`config.mk`:
```
export PLATFORM = sky130hd
export DESIGN_NAME = ram_lsu_q
export DESIGN_NICKNAME = d
export VERILOG_FILES = /design/src/rtl/ram_lsu_q.sv
export SDC_FILE = /design/constraint.sdc
export NUM_CORES = 1
export LEC_CHECK = 0
export ABC_AREA = 1
export BUFFER_PORTS_ARGS = -buffer_cell sky130_fd_sc_hd__buf_2
export CAP_MARGIN = 20
export CORE_MARGIN = 3
export CORE_UTILIZATION = 38
export CTS_BUF_LIST = sky130_fd_sc_hd__clkbuf_8 sky130_fd_sc_hd__clkbuf_16
export CTS_CLUSTER_SIZE = 10
export DETAILED_ROUTE_END_ITERATION = 10
export HOLD_SLACK_MARGIN = 0.06
export SLEW_MARGIN = 20
export SYNTH_ARGS = -nofsm -noshare
export SYNTH_HDL_FRONTEND = slang
export SYNTH_SLANG_ARGS = --single-unit
```
`constraint.sdc`:
```
create_clock -name clk -period 5.7 [get_ports clk]
set_clock_uncertainty 0.2 [all_clocks]
set_input_delay 0.285 -clock clk [delete_from_list [all_inputs] [get_ports clk]]
set_output_delay 0.285 -clock clk [all_outputs]
set_load 0.05 [all_outputs]
```
`src/rtl/ram_lsu_q.sv`:
```
// Queued load/store engine: buffers requests in a FIFO and runs them one at a
// time, in order, against a single-port synchronous RAM with fixed read latency.
module ram_lsu_q #(
  parameter int AW     = 32,
  parameter int DW     = 32,
  parameter int DEPTH  = 4,
  parameter int RD_LAT = 1
) (
  input  logic                     clk,
  input  logic                     rst_l,
  input  logic                     req_valid,
  output logic                     req_ready,
  input  logic                     req_store,
  input  logic [1:0]               req_size,
  input  logic                     req_signed,
  input  logic [AW-1:0]            req_addr,
  input  logic [DW-1:0]            req_wdata,
  output logic                     resp_valid,
  input  logic                     resp_ready,
  output logic                     resp_store,
  output logic                     resp_err,
  output logic [DW-1:0]            resp_rdata,
  output logic                     ram_en,
  output logic                     ram_we,
  output logic [DW/8-1:0]          ram_be,
  output logic [AW-1:0]            ram_addr,
  output logic [DW-1:0]            ram_wdata,
  input  logic [DW-1:0]            ram_rdata,
  output logic                     busy,
  output logic [$clog2(DEPTH):0]   fifo_count
);

  localparam int NB   = DW / 8;
  localparam int OFFW = $clog2(NB);
  localparam int PW   = $clog2(DEPTH);
  localparam int CW   = $clog2(RD_LAT + 1);
  localparam logic [PW:0] FULL = (PW+1)'(DEPTH);

  typedef struct packed {
    logic          store;
    logic [1:0]    size;
    logic          sgn;
    logic [AW-1:0] addr;
    logic [DW-1:0] wdata;
  } req_t;

  typedef enum logic [1:0] {IDLE, ACCESS, WAIT, RESP} state_t;

  req_t            fifo_q [DEPTH];
  logic [PW-1:0]   wr_ptr_q, rd_ptr_q;
  logic [PW:0]     count_q;
  state_t          state_q, state_d;
  req_t            op_q, op_d;
  logic [CW-1:0]   cnt_q, cnt_d;
  logic            resp_store_q, resp_store_d;
  logic            resp_err_q, resp_err_d;
  logic [DW-1:0]   resp_rdata_q, resp_rdata_d;

  logic            push, pop;
  req_t            head, new_req;
  logic [OFFW-1:0] off;
  logic [OFFW+2:0] shamt;
  logic [NB-1:0]   be_base;
  logic [DW-1:0]   lane, load_ext;

  // Size-alignment check; a double access is only legal on a 64-bit datapath.
  function automatic logic misaligned(input logic [1:0] size, input logic [2:0] a);
    case (size)
      2'd0:    return 1'b0;
      2'd1:    return a[0];
      2'd2:    return |a[1:0];
      default: return (DW == 32) || (|a);
    endcase
  endfunction

  assign req_ready  = (count_q < FULL);
  assign push       = req_valid && req_ready;
  assign pop        = (state_q == IDLE) && (count_q != '0);
  assign head       = fifo_q[rd_ptr_q];
  assign fifo_count = count_q;
  assign busy       = (count_q != '0) || (state_q != IDLE);

  always_comb begin
    new_req       = '0;
    new_req.store = req_store;
    new_req.size  = req_size;
    new_req.sgn   = req_signed;
    new_req.addr  = req_addr;
    new_req.wdata = req_wdata;
  end

  always_ff @(posedge clk) begin
    if (push) fifo_q[wr_ptr_q] <= new_req;
  end

  always_ff @(posedge clk or negedge rst_l) begin
    if (!rst_l) begin
      wr_ptr_q <= '0;
      rd_ptr_q <= '0;
      count_q  <= '0;
    end else begin
      if (push) wr_ptr_q <= wr_ptr_q + PW'(1);
      if (pop)  rd_ptr_q <= rd_ptr_q + PW'(1);
      if (push && !pop)      count_q <= count_q + (PW+1)'(1);
      else if (pop && !push) count_q <= count_q - (PW+1)'(1);
    end
  end

  // Lane placement: byte enables, store data and load extraction all key off
  // the low address bits of the operation currently being executed.
  always_comb begin
    off   = op_q.addr[OFFW-1:0];
    shamt = {off, 3'b000};
    case (op_q.size)
      2'd0:    be_base = NB'(1);
      2'd1:    be_base = NB'(3);
      2'd2:    be_base = NB'(15);
      default: be_base = '1;
    endcase
    lane = ram_rdata >> shamt;
    case (op_q.size)
      2'd0:    load_ext = op_q.sgn ? DW'($signed(lane[7:0]))  : DW'(lane[7:0]);
      2'd1:    load_ext = op_q.sgn ? DW'($signed(lane[15:0])) : DW'(lane[15:0]);
      2'd2:    load_ext = op_q.sgn ? DW'($signed(lane[31:0])) : DW'(lane[31:0]);
      default: load_ext = lane;
    endcase
  end

  assign ram_en    = (state_q == ACCESS);
  assign ram_we    = ram_en && op_q.store;
  assign ram_be    = ram_en ? (be_base << off) : '0;
  assign ram_addr  = ram_en ? {op_q.addr[AW-1:OFFW], {OFFW{1'b0}}} : '0;
  assign ram_wdata = ram_en ? (op_q.wdata << shamt) : '0;

  assign resp_valid = (state_q == RESP);
  assign resp_store = resp_store_q;
  assign resp_err   = resp_err_q;
  assign resp_rdata = resp_rdata_q;

  always_comb begin
    state_d      = state_q;
    op_d         = op_q;
    cnt_d        = cnt_q;
    resp_store_d = resp_store_q;
    resp_err_d   = resp_err_q;
    resp_rdata_d = resp_rdata_q;
    case (state_q)
      IDLE: begin
        if (count_q != '0) begin
          op_d         = head;
          resp_store_d = head.store;
          resp_rdata_d = '0;
          if (misaligned(head.size, head.addr[2:0])) begin
            resp_err_d = 1'b1;
            state_d    = RESP;
          end else begin
            resp_err_d = 1'b0;
            state_d    = ACCESS;
          end
        end
      end
      ACCESS: begin
        if (op_q.store) begin
          state_d = RESP;
        end else begin
          cnt_d   = CW'(1);
          state_d = WAIT;
        end
      end
      WAIT: begin
        if (cnt_q == CW'(RD_LAT)) begin
          resp_rdata_d = load_ext;
          state_d      = RESP;
        end else begin
          cnt_d = cnt_q + CW'(1);
        end
      end
      default: begin
        if (resp_ready) state_d = IDLE;
      end
    endcase
  end

  always_ff @(posedge clk or negedge rst_l) begin
    if (!rst_l) begin
      state_q      <= IDLE;
      op_q         <= '0;
      cnt_q        <= '0;
      resp_store_q <= 1'b0;
      resp_err_q   <= 1'b0;
      resp_rdata_q <= '0;
    end else begin
      state_q      <= state_d;
      op_q         <= op_d;
      cnt_q        <= cnt_d;
      resp_store_q <= resp_store_d;
      resp_err_q   <= resp_err_d;
      resp_rdata_q <= resp_rdata_d;
    end
  end

endmodule

```
==> metrics.cfg, run 1 <==
[cells_and_area]
drive_gt1_share_pct = 17.0
fin_nets = 1905
final_util_pct = 48.1
area_growth_pct = 23.9
postLayoutCellArea_sq_um = 19900

[sta]
report.final.slew_viol_count = 0
hold_viol = 0
finalSetupViolations = 0
max_slew_margin_pct = 33.0
min_period_over_period_pct = 60.4
worstMarginPinSlew_ns = 1.00
fmax_mhz = 290
setup_tns_ns = 0
fin_crit_ns = 3.44
rsz0062_at_grt = no

[clocking]
clock-sinks = 383
htreeDepth = 2
tritoncts.num_buffers = 44
clock_latency_ns = 0.57
clockBufferDepth = 3
post_cts_buffers = 0
path_clk_slew_ns = 0.06
post_cts_resized = 0
cts_hold_buf = 111
cts_tree = yes
cts-root-buf = clkbuf_16

[logic_synthesis]
yosys_most_used_dff = edfxtp_1
synthSimpleGateAreaFrac_pct = 14.7
synth_compound_area_share_pct = 11.0
synth_top_cell_by_area = edfxtp_1
synthCells = 1497
synth_warnings = 0
synth_top_family_by_area = simple AND/OR/NAND/NOR gates
synth_edf_count = 272
synth-seq-cells = 383
post-synth-top-area-fraction_pct = 50.9
synth.area.top_cells = edfxtp_1, dfrtp_1, nor2_1
synthArstFlopShare_pct = 29.0
synth.cell_area_sq_um = 16000
synth.area.mux_share_pct = 0.0702
synth_fa_ha_area_share_pct = 0.827
synthXorXnorAreaFrac_pct = 0.218
avgSynthCellArea_sq_um = 10.7
synth_cell_types = 37
yosysSeqAreaShare_pct = 68.3

[global_routing]
overflow = 0
grt_usage_pct = 18.7
grt_max_degree = 92
antenna_found_initial = 3
grt_pass1_vias = 11500
grt_pass1_wl_um = 65200

[critical_path]
critPathMaxFanout = 36
critPathLaunch = state_q[1]
arrival_ns = 2.96
end_kind = output port
slowest_delay_ns = 0.48
worstReg2RegStart = rd_ptr_q[0]
crit_chain = inv_1 > ha_2 > buf_4 > nand2_1 > o32ai_1 > buf_2
reg2regPathDepth = 10
worst-path-buf-inv = 3
critPathLaunchType = register
worstSetupPathType = register to output port
reg2reg_slack_ns = 2.55
critPathSlowestCell = nand2_1
cp_data_required_time_ns = 5.22
crit_family = buffers and inverters
reg2reg_to = state_q[1]

[floorplanning]
rows = 74
coreArea_sq_um = 41300
die_y_um = 211
ioPinCount = 214
fp.dieW_um = 211
dieArea_sq_um = 44700
start_util_pct = 38.8

[outcome]
status = complete, no violations

[routing]
drt_iter0_markers = 887
routedWlPerCell_um = 17.9
post_drt_via_cell_ratio = 4.98
drt_pass1_iterations = 6
wl_um = 42300
ant_nets = 0
post-route-drc-count = 0
vias = 11700

[power_and_ir_drop]
power_density_nw_per_um2 = 576
total_power_mw = 11.4
vdd_drop_max_mv = 0.328
p_leak_nw = 8.30

[flow_run]
drv_cap = 0

[min_path]
holdCritPathClass = input port to async pin

[place]
placed_cell_area_sq_um = 17500
port_buffers = 211
gp_congestion = 0.857
dpl.hpwl_um = 24500

cell usage after synthesis, types with 2 or more instances:
library cell  count
a21oi_1          19
a31oi_1          40
buf_1             3
buf_2            53
buf_4             8
buf_6             2
clkbuf_1         27
dfrtp_1         111
edfxtp_1        272
ha_1              9
inv_1            78
inv_2             5
nand2_1         250
nand2_2          12
nand3_1          34
nor2_1          296
o211ai_1          2
o21a_1            5
o21ai_0         182
o21ai_1          34
o22ai_1          32
o32ai_1           6
xor2_1            3
report_power, final:
part	internal [mW]	switching, mW
logic	1.33	3.58
clock network	1.41	1.08
registers	3.68	0.368
worst min-delay path, delay by kind of cell:
kind / cells / cell delay, ns
buffers and inverters: 3 / 1.01
placed cells by master (no fill, tap or decap), drive strengths merged, types with 19 or more instances in the layout:
master / instances
o22ai: 32
dlygate4sd3: 110
dfrtp: 111
edfxtp: 272
clkbuf: 45
o21ai: 217
inv: 115
nor2: 297
nand2: 262
a21oi: 19
nand3: 36
buf: 231
a31oi: 40
layout make-up:
| type | instances | area, sq um |
|---|---|---|
| diodes | 2 | 5.00 |
| clock inverters | 36 | 170 |
| inverters | 84 | 320 |
| well taps | 532 | 666 |
| fillers | 3791 | 21400 |
| clock buffers | 45 | 1110 |
| flip-flops and latches | 383 | 11000 |
| repair buffers | 341 | 2310 |
| multi-input cells | 937 | 4330 |
routing by layer:
metal / share of wire, % / GRT usage [%] / up-vias
met2: 48 / 31.2 / 378
li1: - / - / 5706
met3: 6.4 / 4.28 / 80
met5: 0.050 / 0 / -
met4: 2.7 / 6.24 / 4
met1: 43 / 24.4 / 5581
through the flow:
stage | hold WS [ns] | std cells | worst slack (ns)
4_1_cts | 0.0722 | 2358 | 2.28
3_5_place_dp | 0.000227 | 2166 | 2.53
6_report | 0.116 | 2360 | 2.26
3_3_place_gp | 0.00194 | 2166 | 2.56
5_1_grt | 0.118 | 2359 | 2.12
2_1_floorplan | -0.211 | 1498 | 0.855
flip-flops by register name (all words and copies together), names as in the netlist, 2 cells and up:
register    cells
fifo_count      3
off             2
wr_ptr_q        2
op_q           65
state_q         2
rd_ptr_q        2
resp_rdata     32
fifo_q        272
worst max path at each step:
stage                               end  slack [ns]  depth (start not counted)
after CTS                 ram_wdata[18]        2.28                          6
after global placement       state_q[1]        2.56                         10
after detailed placement     state_q[1]        2.53                         10
after global routing      ram_wdata[18]        2.12                          6
after floorplan            fifo_q[0][0]        0.85                          3
final                     ram_wdata[18]        2.26                          6
cells by family after synthesis:
kind of cell	after synthesis
simple gates	597
flops	383
compound gates	323
buf+inv	178
fa+ha+maj	10
xor+xnor	4
other cells	1
mux	1
Power figures use the tool's default switching activity.
==> inputs of run 2 (changes only) <==
Clock period 5.7 ns to 3.2 ns, I/O delays scaled along.
==> metrics.cfg, run 2 (same netlist as run 1, synthesis figures left out) <==
[outcome]
status = complete, no violations

[power_and_ir_drop]
vdd_drop_max_mv = 0.622  ; +90%
combPwrFrac_pct = 43.9  ; +1.0 points
switching_share_pct = 43.2  ; -0.74 points
switchingPower_mw = 9.10  ; +81%
p_clk_share_pct = 22.2  ; +0.5 points
p_seq_share_pct = 33.8  ; -1.6 points
intPower_mw = 12.0  ; +87%
power_density_nw_per_um2 = 1030  ; +79%
p_leak_nw = 8.55  ; +3.0%

[global_routing]
grt_max_degree = 82  ; -11%
grt_usage_pct = 18.9  ; +0.21 points
grt_pass1_vias = 11700  ; +2.2%
overflow = 0  ; unchanged
antenna_found_initial = 4  ; +1
grt_pass1_wl_um = 66400  ; +1.9%

[critical_path]
critPathLaunch = off[0]
worstReg2RegStart = off[0]
end_kind = register
reg2reg_slack_ns = 0.26  ; -2.29 ns
reg2regPathDepth = 8  ; -2
cp_data_required_time_ns = 3.46  ; -1.76 ns
reg2reg_to = resp_rdata[2]
critPathMaxFanout = 63  ; +75%
critPathLaunchType = register
worstSetupPathType = register to register
arrival_ns = 3.21  ; +0.25 ns

[clocking]
clock_latency_ns = 0.56  ; about the same
clockBufferDepth = 3  ; unchanged
tritoncts.num_buffers = 45  ; +2.3%
cts-root-buf = clkbuf_16
post_cts_buffers = 0  ; unchanged
path_clk_slew_ns = 0.06  ; about the same
htreeDepth = 2  ; unchanged
cts_tree = yes
clock-sinks = 383  ; unchanged

[place]
gp_congestion = 0.881  ; +2.8%
port_buffers = 211  ; unchanged
dpl.hpwl_um = 26600  ; +8.5%
dp_cells = 2186  ; +0.92%
placed_cell_area_sq_um = 17800  ; +1.9%

[floorplanning]
die_y_um = 211  ; unchanged
rows = 74  ; unchanged
ioPinCount = 214  ; unchanged
start_util_pct = 38.8  ; unchanged
coreArea_sq_um = 41300  ; unchanged
fp.dieW_um = 211  ; unchanged
dieArea_sq_um = 44700  ; unchanged

[sta]
report.final.slew_viol_count = 0  ; unchanged
hold_viol = 0  ; unchanged
fmax_mhz = 340
min_period_over_period_pct = 92.0
fin_crit_ns = 2.94
rsz0062_at_grt = no
max_slew_margin_pct = 44.7  ; +12 points
worstMarginPinSlew_ns = 0.830  ; -0.173 ns
finalSetupViolations = 0  ; unchanged

[cells_and_area]
fin_nets = 1940  ; +1.8%
area_growth_pct = 27.4
postLayoutCellArea_sq_um = 20400  ; +2.9%
final_util_pct = 49.5  ; +1.4 points
layout_common_cells = nor2_1, edfxtp_1, nand2_1
mostFrequentLayoutCell = nor2_1
layout.cells.non_filler = 2398  ; +1.6%
largest_register_ffs = 272  ; unchanged
nFillCells = 3673  ; -3.1%
drive_gt1_share_pct = 18.1  ; +1.1 points
largest_register = fifo_q

[min_path]
min-delay-start = req_addr[16]
hold_path_depth = 2
holdCritPathClass = input port to register
holdPathEnd = fifo_q[2][48]

[flow_run]
drv_cap = 0  ; unchanged

[routing]
drt_pass1_iterations = 5  ; -1
post_drt_via_cell_ratio = 4.96  ; -0.44%
ant_nets = 0  ; unchanged
post-route-drc-count = 0  ; unchanged
vias = 11900  ; +1.2%
wl_um = 42600  ; +0.64%
drt_iter0_markers = 1046  ; +18%
routedWlPerCell_um = 17.7  ; -0.96%

run 2: cell types whose count changed in the layout (fill, tap and decap cells not counted), sizes merged, moves of 2 or more:
cell / delta
buf: +20
bufinv: +2
clkinv: -3
dlygate4sd3: +14
inv: +3
run 2: power groups by stage:
stage	registers (mW)	clock network (mW)	logic, mW
global route	7.23	5.03	10.2
finish	7.13	4.69	9.25
global placement	7.18	0	8.80
floorplan	7.53	0	6.11
CTS	7.12	4.79	9.30
detailed placement	7.21	0	8.92
run 2: stage by stage:
stage	hold slack [ns]	setup WS (ns)	setup TNS, ns	total power [mW]
after CTS	0.117	0.186	0	21.2
after floorplan	-0.336	-0.565	-153.59	13.6
after global routing	0.133	0.125	0	22.5
after global placement	-0.0676	0.889	0	16.0
final	0.142	0.257	0	21.1
after detailed placement	-0.0665	0.822	0	16.1
run 2: worst max-delay path, cell delays in order (launching register included):
cell	delay [ns]
dfrtp_2	0.37
buf_6	0.36
buf_4	0.32
nand2_1	0.08
nand3_1	0.09
dlygate4sd3_1	0.57
o21ai_0	0.08
dlygate4sd3_1	0.56
o21ai_0	0.19
run 2: cell type report:
class                      count  area [sq um]  share of cell area, %
multi-input combinational    937          4340                   21.2
antenna                        3          7.51                 0.0367
clock inverter                38           223                   1.09
inverter                      84           320                   1.57
timing repair buffer         375          2790                   13.7
tap                          532           666                   3.26
clock buffer                  46          1140                   5.58
sequential                   383         11000                   53.6
run 2: repair_timing:
item | 4_1_cts | 5_1_grt
setup endpoints to repair | 0 | 3
gates resized for setup | 0 | 2
hold buffers | 125 | 0
endpoints found under the hold margin | 418 | 0
run 2: metal layers:
| layer | vias up | track usage [%] | wire (um) |
|---|---|---|---|
| li1 | 5775 | - | - |
| met1 | 5712 | 24.7 | 18700 |
| met2 | 325 | 32.2 | 20600 |
| met3 | 70 | 3.51 | 2340 |
| met4 | 4 | 6.14 | 892 |
| met5 | - | 0 | 23 |
run 2: how the worst max path moves through the flow:
stage | cells after the start | slack [ns] | to
detailed placement | 9 | 0.82 | fifo_count[2]
floorplan | 3 | -0.56 | fifo_q[0][0]
finish | 8 | 0.26 | resp_rdata[2]
global route | 7 | 0.13 | resp_rdata[4]
global placement | 4 | 0.89 | fifo_q[3][15]
CTS | 8 | 0.19 | resp_rdata[4]
==> inputs of run 3 (changes only) <==
Clock period 3.2 ns to 2.4 ns, I/O delays scaled along.
==> metrics.cfg, run 3 (same netlist as run 1, synthesis figures left out) <==
[clocking]
tritoncts.num_buffers = 45  ; unchanged
cts-root-buf = clkbuf_16
cts_tree = yes
clockBufferDepth = 3  ; unchanged
clock_latency_ns = 0.57  ; about the same
path_clk_slew_ns = 0.06  ; about the same
clock-sinks = 383  ; unchanged
htreeDepth = 2  ; unchanged

[global_routing]
grt_pass1_vias = 11900  ; +1.2%
overflow = 0  ; unchanged
antenna_found_initial = 5  ; +1
grt_pass1_wl_um = 67000  ; +0.90%
grt_max_degree = 92  ; +12%
grt_usage_pct = 19.3  ; +0.31 points

[routing]
vias = 11900  ; +0.44%
drt_pass1_iterations = 5  ; unchanged
routedWlPerCell_um = 18.1  ; +2.1%
post_drt_via_cell_ratio = 4.97  ; +0.27%
post-route-drc-count = 0  ; unchanged
wl_um = 43500  ; +2.3%
drt_iter0_markers = 874  ; -16%
ant_nets = 0  ; unchanged

[floorplanning]
ioPinCount = 214  ; unchanged
dieArea_sq_um = 44700  ; unchanged
die_y_um = 211  ; unchanged
rows = 74  ; unchanged
fp.dieW_um = 211  ; unchanged
start_util_pct = 38.8  ; unchanged
coreArea_sq_um = 41300  ; unchanged

[power_and_ir_drop]
p_leak_nw = 8.68  ; +1.5%
vdd_drop_max_mv = 0.874  ; +40%
power_density_nw_per_um2 = 1390  ; +35%

[cells_and_area]
fin_nets = 1949  ; +0.46%
antenna_cells = 0  ; -3
drive_gt1_share_pct = 21.1  ; +3.0 points
largest_register_ffs = 272  ; unchanged
mostFrequentLayoutCell = nor2_1
area_growth_pct = 31.2
layout_common_cells = nor2_1, edfxtp_1, nand2_1
largest_register = fifo_q
layout.cells.non_filler = 2402  ; +0.17%

[place]
dp_cells = 2190  ; +0.18%
port_buffers = 211  ; unchanged
dpl.hpwl_um = 27000  ; +1.4%
gp_congestion = 0.877  ; -0.49%
dpl_worst_slack_ns = 0.184  ; -0.638 ns

[sta]
rsz0062_at_grt = yes
postLayoutSetupSlackWorst_ns = 0.0168  ; -0.241 ns
finalHoldWorstSlack_ns = 0.107  ; -0.0350 ns
fmax_mhz = 420
min_period_over_period_pct = 99.3
finalSetupViolations = 0  ; unchanged
fin_crit_ns = 2.38
report.final.slew_viol_count = 0  ; unchanged
hold_viol = 0  ; unchanged
max_slew_margin_pct = 57.2  ; +13 points
worstMarginPinSlew_ns = 0.639  ; -0.191 ns

[critical_path]
reg2regPathDepth = 7  ; -1
end_kind = output port
worstReg2RegStart = off[0]
worst-path-buf-inv = 6  ; +2
worstSetupPathType = register to output port
critPathLaunchType = register
critPathSlowestCell = dfrtp_1
crit_family = buffers and inverters
arrival_ns = 2.06  ; -1.15 ns
cp_data_required_time_ns = 2.08  ; -1.38 ns
crit_chain = inv_2 > ha_4 > inv_4 > nor2_4 > inv_2 > nor2_4 > clkinvlp_4 > buf_12 > nor2_4 > buf_8
critPathMaxFanout = 5  ; -92%
crit_top_cell = nor2_4
slowest_delay_ns = 0.39  ; -0.18 ns
reg2reg_slack_ns = 0.17  ; -0.09 ns
reg2reg_to = resp_rdata[4]

[min_path]
min-delay-start = req_addr[22]
hold_path_depth = 2  ; unchanged
holdCritPathClass = input port to register
holdPathEnd = fifo_q[3][54]

[outcome]
status = complete, no violations

[flow_run]
drv_cap = 0  ; unchanged

## run 3: worst max path at each step
stage                        startpoint            to  slack (ns)  depth (start not counted)
final                        state_q[1]  ram_wdata[5]        0.02                         10
after floorplan           fifo_count[2]  fifo_q[0][0]       -0.22                          3
after global placement       state_q[1]  ram_wdata[0]        0.20                          9
after CTS                    state_q[1]  ram_wdata[5]       0.005                         10
after global routing         state_q[1]  ram_wdata[5]        -0.1                         10
after detailed placement     state_q[1]  ram_wdata[0]        0.18                          9
## run 3: cell type report
type | instances | area [sq um]
tap | 532 | 666
fill | 3669 | 20300
timing repair buffer | 384 | 3100
clock inverter | 34 | 209
sequential | 383 | 11000
multi-input combinational | 937 | 4590
clock buffer | 48 | 1180
inverter | 84 | 330
## run 3: worst reg2reg max path: cells and delay by family, from the launching register on
kind / cells / cell delay, ns
AOI/OAI and AO/OA: 2 / 0.30
DFF: 1 / 0.53
and+or+nand+nor: 2 / 0.15
buffers and inverters: 3 / 0.98
## run 3: what timing repair did
item | in CTS | in global routing
setup endpoints to repair | 63 | 51
gates resized for setup | 55 | 37
pin swaps | 2 | 1
hold buffers | 115 | 0
buffers inserted | 10 | 4
hold endpoints to repair | 455 | 0
gates cloned | 0 | 1
## run 3: routing by layer
metal | track usage, % | share of wire [%] | vias up | routed length (um)
met5 | 0 | 0.12 | - | 52
met3 | 4.33 | 6.1 | 70 | 2630
met1 | 25.7 | 44 | 5741 | 19100
li1 | - | - | 5801 | -
met4 | 4.78 | 1.8 | 10 | 798
met2 | 32.3 | 48 | 316 | 21000
## run 3: stage by stage
stage,cell area (sq um),setup TNS [ns],power [mW],utilization (%)
detailed placement,18100,0,22.1,43.8
global placement,18100,0,21.9,43.8
floorplan,16300,-56.30,18.6,-
global route,21000,-1.46,31.1,50.9
finish,21000,0,29.2,50.9
CTS,20900,0,29.2,50.5
## run 3: power breakdown
part	total, mW	switching (mW)	internal [mW]
registers	9.45	0.709	8.74
clock network	6.35	2.62	3.73
logic	13.4	9.23	4.18
total	29.2	12.6	16.7
